--- src/rtl/mania_pkg.sv ---
// Shared definitions for the mania note renderer.
//   Screen geometry (640x480), playfield/lane geometry, judgement constants,
//   lane colour table, note slot type and judgement helper functions.
// Optional feature macro used by importers: MANIA_AUTOPLAY_EN.
package mania_pkg;

    localparam int unsigned SCREEN_W       = 640;
    localparam int unsigned SCREEN_H       = 480;
    localparam int unsigned LANES          = 4;
    localparam int unsigned NOTES_PER_LANE = 8;
    localparam int unsigned LANE_X0        = 160;
    localparam int unsigned LANE_W         = 80;
    localparam int unsigned NOTE_H         = 16;
    localparam int unsigned HIT_ROW        = 420;
    localparam int unsigned HIT_WIN        = 24;
    localparam int unsigned SCROLL_STEP    = 2;

    localparam int unsigned PTR_W = $clog2(NOTES_PER_LANE);
    localparam int unsigned CNT_W = PTR_W + 1;

    localparam logic [11:0] COL_BG       = 12'h000;
    localparam logic [11:0] COL_HIT_LINE = 12'hFFF;
    localparam logic [11:0] COL_TINT     = 12'h223;

    typedef struct packed {
        logic       valid;
        logic [8:0] y;
    } note_slot_t;

    function automatic logic [11:0] lane_colour(input logic [1:0] lane);
        case (lane)
            2'd0:    return 12'hF44;
            2'd1:    return 12'h4F4;
            2'd2:    return 12'h48F;
            default: return 12'hFF4;
        endcase
    endfunction

    // |y + NOTE_H/2 - HIT_ROW| <= HIT_WIN, evaluated unsigned on the centre row
    function automatic logic in_hit_window(input logic [8:0] y);
        logic [9:0] centre;
        centre = {1'b0, y} + 10'(NOTE_H / 2);
        return (centre >= 10'(HIT_ROW - HIT_WIN)) && (centre <= 10'(HIT_ROW + HIT_WIN));
    endfunction

    function automatic logic autoplay_due(input logic [8:0] y);
        logic [9:0] centre;
        centre = {1'b0, y} + 10'(NOTE_H / 2);
        return centre >= 10'(HIT_ROW);
    endfunction

    function automatic logic covers_row(input logic [8:0] y, input logic [8:0] row);
        return ({1'b0, row} >= {1'b0, y}) && ({1'b0, row} < ({1'b0, y} + 10'(NOTE_H)));
    endfunction

endpackage

--- src/rtl/mania_lane_fifo.sv ---
// One lane's note ring buffer.
//   clk, rst     : clock, synchronous active-high reset (empties the lane)
//   frame_tick   : scroll all notes by SCROLL_STEP, remove head that falls off
//   push         : append a note at y=0 at the tail
//   pop_hit      : remove the head as a hit (not scrolled, not missed)
//   row          : current pixel row for body coverage
//   ready        : lane has a free slot
//   head_valid   : lane non-empty; head_y is the oldest note's row
//   miss         : head leaves the screen on this tick (pop this cycle)
//   covered      : some note body covers row
module mania_lane_fifo
    import mania_pkg::*;
(
    input  logic       clk,
    input  logic       rst,
    input  logic       frame_tick,
    input  logic       push,
    input  logic       pop_hit,
    input  logic [8:0] row,
    output logic       ready,
    output logic       head_valid,
    output logic [8:0] head_y,
    output logic       miss,
    output logic       covered
);

    note_slot_t       slots [NOTES_PER_LANE];
    logic [PTR_W-1:0] head_ptr;
    logic [PTR_W-1:0] tail_ptr;
    logic [CNT_W-1:0] count;
    logic [9:0]       next_head_y;
    logic             pop;

    assign ready       = count < CNT_W'(NOTES_PER_LANE);
    assign head_valid  = count != '0;
    assign head_y      = slots[head_ptr].y;
    assign next_head_y = {1'b0, head_y} + 10'(SCROLL_STEP);
    assign miss        = frame_tick & head_valid & ~pop_hit & (next_head_y >= 10'(SCREEN_H));
    assign pop         = pop_hit | miss;

    always_comb begin
        covered = 1'b0;
        for (int unsigned i = 0; i < NOTES_PER_LANE; i++) begin
            if (slots[i].valid && covers_row(slots[i].y, row)) covered = 1'b1;
        end
    end

    always_ff @(posedge clk) begin
        if (rst) begin
            slots    <= '{default: '0};
            head_ptr <= '0;
            tail_ptr <= '0;
            count    <= '0;
        end else begin
            for (int unsigned i = 0; i < NOTES_PER_LANE; i++) begin
                if (frame_tick && slots[i].valid && !(pop_hit && (PTR_W'(i) == head_ptr)))
                    slots[i].y <= slots[i].y + 9'(SCROLL_STEP);
            end
            if (pop) begin
                slots[head_ptr].valid <= 1'b0;
                head_ptr              <= head_ptr + 1'b1;
            end
            // push is never granted on a tick, so the new slot cannot collide with the scroll
            if (push) begin
                slots[tail_ptr] <= '{valid: 1'b1, y: '0};
                tail_ptr        <= tail_ptr + 1'b1;
            end
            case ({push, pop})
                2'b10:   count <= count + 1'b1;
                2'b01:   count <= count - 1'b1;
                default: ;
            endcase
        end
    end

endmodule

--- src/rtl/mania_note_render.sv ---
// Pixel-data responder for vgac: renders a 4-lane falling-note playfield.
//   clk, rst            : clock, synchronous active-high reset
//   pix_ce              : pixel enable; d_in updates one pix_ce after row/col
//   row_addr, col_addr  : current vgac pixel; rdn=1 means blanking
//   d_in                : RGB444 pixel out
//   spawn_valid/lane    : new-note request, accepted when spawn_ready
//   key                 : lane keys (level); rising edges judge the lane head
//   hit_pulse/miss_pulse: one-cycle per-lane judgement pulses
//   score               : saturating hit count
// Build option: MANIA_AUTOPLAY_EN hits head notes automatically on frame ticks.
module mania_note_render
    import mania_pkg::*;
(
    input  logic        clk,
    input  logic        rst,
    input  logic        pix_ce,
    input  logic [8:0]  row_addr,
    input  logic [9:0]  col_addr,
    input  logic        rdn,
    output logic [11:0] d_in,
    input  logic        spawn_valid,
    input  logic [1:0]  spawn_lane,
    output logic        spawn_ready,
    input  logic [3:0]  key,
    output logic [3:0]  hit_pulse,
    output logic [3:0]  miss_pulse,
    output logic [15:0] score
);

    logic [8:0]       prev_row;
    logic             frame_tick;
    logic [LANES-1:0] lane_ready;
    logic [LANES-1:0] head_valid;
    logic [8:0]       head_y [LANES];
    logic [LANES-1:0] miss;
    logic [LANES-1:0] covered;
    logic [LANES-1:0] hit_req;
    logic [LANES-1:0] push;
    logic [LANES-1:0] tint;

    assign frame_tick  = pix_ce && (row_addr == '0) && (prev_row != '0);
    assign spawn_ready = !rst && !frame_tick && lane_ready[spawn_lane];

    always_ff @(posedge clk) begin
        if (rst)         prev_row <= '0;
        else if (pix_ce) prev_row <= row_addr;
    end

`ifdef MANIA_AUTOPLAY_EN
    logic [LANES-1:0] auto_tint;

    always_ff @(posedge clk) begin
        if (rst)             auto_tint <= '0;
        else if (frame_tick) auto_tint <= hit_req;
    end

    assign tint = auto_tint;
`else
    logic [LANES-1:0] key_q;
    logic [LANES-1:0] key_prev;

    always_ff @(posedge clk) begin
        if (rst) begin
            key_q    <= '0;
            key_prev <= '0;
        end else begin
            key_q    <= key;
            key_prev <= key_q;
        end
    end

    assign tint = key_q;
`endif

    for (genvar i = 0; i < LANES; i++) begin : g_lane
`ifdef MANIA_AUTOPLAY_EN
        assign hit_req[i] = frame_tick & head_valid[i] & autoplay_due(head_y[i]);
`else
        assign hit_req[i] = key_q[i] & ~key_prev[i] & head_valid[i] & in_hit_window(head_y[i]);
`endif
        assign push[i] = spawn_valid & spawn_ready & (spawn_lane == 2'(i));

        mania_lane_fifo u_fifo (
            .clk        (clk),
            .rst        (rst),
            .frame_tick (frame_tick),
            .push       (push[i]),
            .pop_hit    (hit_req[i]),
            .row        (row_addr),
            .ready      (lane_ready[i]),
            .head_valid (head_valid[i]),
            .head_y     (head_y[i]),
            .miss       (miss[i]),
            .covered    (covered[i])
        );
    end

    logic        in_lanes;
    logic [1:0]  lane_sel;
    logic [11:0] pix_val;
    logic [2:0]  hit_count;
    logic [16:0] score_sum;

    always_comb begin
        in_lanes = 1'b0;
        lane_sel = '0;
        for (int unsigned i = 0; i < LANES; i++) begin
            if ((col_addr >= 10'(LANE_X0 + i * LANE_W)) &&
                (col_addr <  10'(LANE_X0 + (i + 1) * LANE_W))) begin
                in_lanes = 1'b1;
                lane_sel = 2'(i);
            end
        end
    end

    always_comb begin
        pix_val = COL_BG;
        if (!rdn && in_lanes) begin
            if (covered[lane_sel])
                pix_val = lane_colour(lane_sel);
            else if ((row_addr == 9'(HIT_ROW)) || (row_addr == 9'(HIT_ROW + 1)))
                pix_val = COL_HIT_LINE;
            else if (tint[lane_sel])
                pix_val = COL_TINT;
        end
    end

    always_comb begin
        hit_count = '0;
        for (int unsigned i = 0; i < LANES; i++) hit_count = hit_count + 3'(hit_req[i]);
        score_sum = {1'b0, score} + 17'(hit_count);
    end

    always_ff @(posedge clk) begin
        if (rst) begin
            d_in       <= '0;
            hit_pulse  <= '0;
            miss_pulse <= '0;
            score      <= '0;
        end else begin
            if (pix_ce) d_in <= pix_val;
            hit_pulse  <= hit_req;
            miss_pulse <= miss;
            score      <= score_sum[16] ? '1 : score_sum[15:0];
        end
    end

endmodule

--- config.mk ---
export PLATFORM = sky130hd
export DESIGN_NAME = mania_note_render
export DESIGN_NICKNAME = d
export VERILOG_FILES = /design/src/rtl/mania_pkg.sv /design/src/rtl/mania_lane_fifo.sv /design/src/rtl/mania_note_render.sv
export SDC_FILE = /design/constraint.sdc
export NUM_CORES = 2
export LEC_CHECK = 0
export BUFFER_PORTS_ARGS = -buffer_cell sky130_fd_sc_hd__buf_2
export CAP_MARGIN = 40
export CORE_MARGIN = 5
export CORE_UTILIZATION = 50
export DETAILED_ROUTE_END_ITERATION = 8
export PLACE_DENSITY = 0.63
export SYNTH_ARGS = -nofsm -noshare
export SYNTH_HDL_FRONTEND = slang
export SYNTH_HIERARCHICAL = 1
export SYNTH_SLANG_ARGS = --single-unit
--- constraint.sdc ---
create_clock -name clk -period 17.3 [get_ports clk]
set_input_delay 1.73 -clock clk [delete_from_list [all_inputs] [get_ports clk]]
set_output_delay 1.73 -clock clk [all_outputs]
set_load 0.01 [all_outputs]
Yosys cells after proc, flatten, opt, wreduce, memory -nomap -nowiden
Index checks and enable logic that the tools add are counted.
Widths: inputs -> output; s select.
{ "word_totals": {"output_inout_bits": 37, "in_bits": 30, "reg_bits": 413} }
{ "classes": {"reduce_logical": 233, "mux": 163, "order_cmp": 106, "n_eq_ne": 43, "bitwise": 61, "addsub": 92} }
{ "op_table": {"columns": ["op", "count"], "rows": [
  ["$mux 80", 12],
  ["$mux 9", 72],
  ["$add 9x5->10 const B", 32],
  ["$bwmux 80", 4],
  ["$lt 9x10->1", 32],
  ["$add 9x2->9 const B", 32],
  ["$and 72x72->72", 4],
  ["$ge 9x9->1", 32],
  ["$not 72->72", 4],
  ["$demux 10 s3", 8],
  ["$logic_and 1x1->1", 181],
  ["$bmux 10 s3", 4],
  ["$ge 10x9->1 const B", 10],
  ["$mux 10", 9],
  ["$eq 3x3->1 const A", 16],
  ["$add 9x2->10 const B", 4],
  ["$add 9x4->10 const B", 4],
  ["$le 10x9->1 const B", 4],
  ["$mux 1", 40],
  ["$mux 12", 3],
  ["$pmux 12 s3", 1],
  ["$logic_not 1->1", 35],
  ["$ge 4x4->1 const B", 8],
  ["$lt 4x1->1 const B", 8],
  ["other kinds (33)", 139]
]} }

Longest topological paths before layout
{ "logic_depth": {"depth_word": 18, "ltp_mapped": 25, "mapped_depth_nobuf": 22} }

Hierarchy
The synthesis kept the hierarchy.
{ "modules_own_cells": {"columns": ["module", "cells_per_inst", "area_per_inst_um2", "instances"], "rows": [
  ["mania_lane_fifo at g_lane[1].u_fifo ...", 920, 7731.2, 2],
  ["mania_lane_fifo at g_lane[3].u_fifo", 921, 7775.0, 1],
  ["mania_lane_fifo at g_lane[0].u_fifo", 912, 7698.6, 1],
  ["mania_note_render", 308, 2723.9, 1]
]} }

Least setup slack after synthesis
No wires, ideal clock.
{ "synth_timing": {"path_type": "register to register", "startpoint": "reg g_lane[2].u_fifo.head_ptr[2]", "endpoint": "reg g_lane[2].u_fifo.count[3]", "t_arrival_ns": 5.404, "stages_incl_launch_ff": 24, "path_buffers": 2, "slack_ns": 11.826, "required_ns": 17.230, "period_less_slack_ns": 5.474, "setup_ns": 0.070, "path_cell_list": "dfxtp_1 > buf_6 > mux2i_1 > o21ai_1 > a2111oi_4 > inv_2 > ha_1 > xor2_1 > o32a_1 > nand4b_1 > a2111oi_0 > and3b_1 > and3_1 > a41o_1 > a21oi_2 > buf_6 > inv_1 > ha_1 > ha_1 > a21o_1 > a21oi_1 > xnor2_1 > or3_1 > a21oi_1"} }
{ "synth_lines": {"columns": ["item", "line_no", "rtl"], "rows": [
  ["start: declaration", "mania_lane_fifo.sv:28", "logic [PTR_W-1:0] head_ptr;"],
  ["start signal: assignment", "mania_lane_fifo.sv:61", "head_ptr <= head_ptr + 1'b1;"],
  ["end signal: assignment", "mania_lane_fifo.sv:69", "2'b10: count <= count + 1'b1;"],
  ["end signal: assignment", "mania_lane_fifo.sv:70", "2'b01: count <= count - 1'b1;"],
  ["end: declaration", "mania_lane_fifo.sv:30", "logic [CNT_W-1:0] count;"]
]} }

==> impl_metrics.py <==
metrics = {
    "clock_network": {
        "numCtsBuffers": 51,
        "hold_buffers": 0,
        "clock_sinks": 410,
        "path_clk_slew_ps": 60,
        "cts_tree": "built",
        "postCtsSetupBuffers": 0,
        "cts_resized": 0,
        "htreeDepth": 2,
        "cts_root_buffer": "clkbuf_16",
        "clk_path_buf_depth": 3,
        "clk_latency_ps": 610,
    },
    "die": {
        "ioPinCount": 67,
        "start_util_pct": 50.30,
        "coreArea_sq_um": 66920,
        "die-area_sq_um": 72610,
        "die_h_um": 269.5,
        "num_rows": 95,
        "die_width_um": 269.5,
    },
    "timing": {
        "relSlewSlack_pct": 45.85,
        "setup_viol": 0,
        "slew_violations": 0,
        "whs_ps": 457.0,
        "skew_ps": 17.33,
        "grt_setup_unrepaired": "false",
        "final-hold-violation-count": 0,
        "finalCritPeriodShare_pct": 36.05,
        "worstMarginPinSlew_ps": 811.1,
        "fmax_mhz": 160.3,
        "fin_setup_tns_ps": 0,
        "min_period_ps": 6237,
    },
    "cells_and_area": {
        "seqCellArea_sq_um": 8210,
        "fillCellCount": 6325,
        "multiInputGateArea_sq_um": 23240,
        "layout.nets": 4629,
        "final_util_pct": 54.59,
        "drive_gt1_share_pct": 7.127,
        "area_growth_pct": 8.535,
    },
    "detailed_routing": {
        "antenna_left": 0,
        "route.detailed.drc": 0,
        "drt-pass1-iter-count": 5,
        "via_per_inst": 5.678,
        "wl_per_cell_um": 18.42,
        "finalWirelength_um": 91080,
        "num_vias": 28070,
        "drtIter0Drc": 1800,
    },
    "pwr": {
        "sw_frac_of_total_pct": 24.72,
        "power_frac_comb_pct": 8.7,
        "clkPwrFrac_pct": 49.9,
        "internal_power_uw": 1729,
        "seqPwrFrac_pct": 41.4,
        "switching_power_uw": 568.0,
        "p_per_area_nw_per_um2": 62.89,
        "peakVddDrop_v": 0.0001146,
        "leakagePower_uw": 0.01374,
    },
    "worst_setup_path": {
        "worstPathMaxFanout": 23,
        "rrSetupSlack_ps": 11060,
        "required_ps": 17840,
        "cp-start-kind": "register",
        "crit_type": "register to register",
        "reg2regPathDepth": 22,
        "endpoint_kind": "register",
        "r2r-start": "g_lane[1].u_fifo/head_ptr[0]",
        "cp_data_arrival_time_ps": 6770,
        "reg2reg_to": "g_lane[1].u_fifo/count[3]",
    },
    "placement": {
        "hpwl_um": 67170,
        "gp_congestion": 0.8989,
        "port-buffer-count": 62,
    },
    "logic_synthesis": {
        "synth_top_cell_by_area": "dfxtp_1",
        "synth_fp_nets": 4581,
        "synth_common_cells": "563 x ha_1, 423 x nor2_1, 421 x inv_1, 410 x dfxtp_1, 322 x xnor2_1",
        "yosys_warnings": 6,
        "synth_cell_types": 103,
        "ys_ff_latch": 410,
        "yosysSeqAreaShare_pct": 24.38,
        "yosysMostFrequentCell": "ha_1",
        "synth_edf_count": 0,
        "avgSynthCellArea_sq_um": 8.455,
        "syn_inst": 3981,
        "synthTopCellsByArea": "dfxtp_1 24%, ha_1 21%, xnor2_1 8.4%",
        "synth_flop_cell": "dfxtp_1",
        "async_flop_share_pct": 0,
        "synth_top_area_share_pct": 24.38,
        "syn_area_sq_um": 33660,
    },
    "global_route": {
        "grt_pass1_vias": 26570,
        "antenna_found_initial": 6,
        "grt-ovfl-total": 0,
        "grt_usage_pct": 24.25,
        "grt_pass1_wl_um": 145200,
        "grt_max_degree": 51,
    },
    "run": {
        "maxCapViolCount": 0,
    },
    "outcome": {
        "status": "completed",
    },
    "worst_hold_path": {
        "min_path_cells": 2,
        "worstHoldPathType": "register to register",
        "hold_path_end": "g_lane[3].u_fifo/slots[30]",
        "worstHoldStart": "g_lane[3].u_fifo/slots[30]",
    },
}
logic make-up after synthesis:
logic type,synth area share [%]
adder cells (fa/ha/maj),21.34
AND/OR/NAND/NOR,17.76
flip-flops,24.38
AO/OA/AOI/OAI,15.79
multiplexers,5.133
buffers and inverters,6.631
XOR/XNOR,8.951
final cells by class:
type	count	share of cell area (%)
Timing Repair Buffer	94	1.548
Sequential cell	410	22.47
Clock buffer	78	4.271
Clock inverter	15	0.6370
Multi-Input combinational cell	3040	63.62
Inverter	432	4.446
Antenna cell	2	0.01370
Tap cell	873	2.990
flip-flops by register name, indices dropped and copies added, names as in the netlist:
register and cells:
prev_row 9, d_in 9, key_prev 4, miss_pulse 4, g_lane.u_fifo/slots 320, g_lane.u_fifo/tail_ptr 12, score 16, g_lane.u_fifo/head_ptr 12
key_q 4, g_lane.u_fifo/count 16, hit_pulse 4
cells in the final DEF (no fill, tap or decap), types with 76 or more instances in the layout:
cell / n
ha_1: 563
nor2_1: 423
inv_1: 421
dfxtp_1: 408
xnor2_1: 322
a21oi_1: 201
nand2_1: 196
o21ai_0: 139
nand3_1: 108
mux2i_1: 92
nand4_1: 91
nor3_1: 86
nand2b_1: 76
power groups by stage:
stage | combinational [uW] | clock (uW) | sequential, uW
final | 200 | 1150 | 951
after global routing | 228 | 1210 | 951
after CTS | 200 | 1170 | 951
after detailed placement | 199 | 0 | 972
after global placement | 196 | 0 | 972
after floorplan | 128 | 0 | 970
through the flow:
step	instance area (sq um)	total power, uW	instances	setup slack (ps)
after floorplan	33660	1098	3981	11830
after global placement	34700	1168	4845	10840
after detailed placement	34730	1171	4849	10910
after CTS	36530	2323	4942	11120
after global routing	36530	2386	4942	10590
final	36530	2297	4944	11060
layer usage:
metal	part of all wire [%]	track usage, %	routed length, um	up-vias
li1	-	-	-	14230
met1	49	34.00	44210	13170
met2	44	39.52	40340	530
met3	4.7	3.458	4295	136
met4	2.5	6.097	2239	0
met5	0	0	0	-
critical path, stage by stage, from the launching register on:
cell	delay, ps
dfxtp_1	830
nor2_1	270
and3_1	310
a2111oi_4	380
inv_2	110
ha_1	250
xor2_1	200
nor3_1	80
nor4_1	180
nand3_1	390
inv_1	420
and3b_1	220
and3_1	180
a41o_1	190
a21oi_2	570
inv_1	150
ha_1	260
ha_1	280
a21o_1	170
a21oi_1	180
xnor2_1	90
or3_1	300
a21oi_1	130
how the worst max path moves through the flow:
stage / start / endpoint / depth (start not counted)
after floorplan: g_lane[2].u_fifo/head_ptr[2] / g_lane[2].u_fifo/count[3] / 23
after global placement: row_addr[3] / g_lane[2].u_fifo/count[3] / 17
after detailed placement: row_addr[6] / d_in[1] / 15
after CTS: g_lane[1].u_fifo/head_ptr[0] / g_lane[1].u_fifo/count[3] / 22
after global routing: g_lane[1].u_fifo/head_ptr[0] / g_lane[1].u_fifo/count[3] / 22
final: g_lane[1].u_fifo/head_ptr[0] / g_lane[1].u_fifo/count[3] / 22
(Power assumes the default switching activity.)
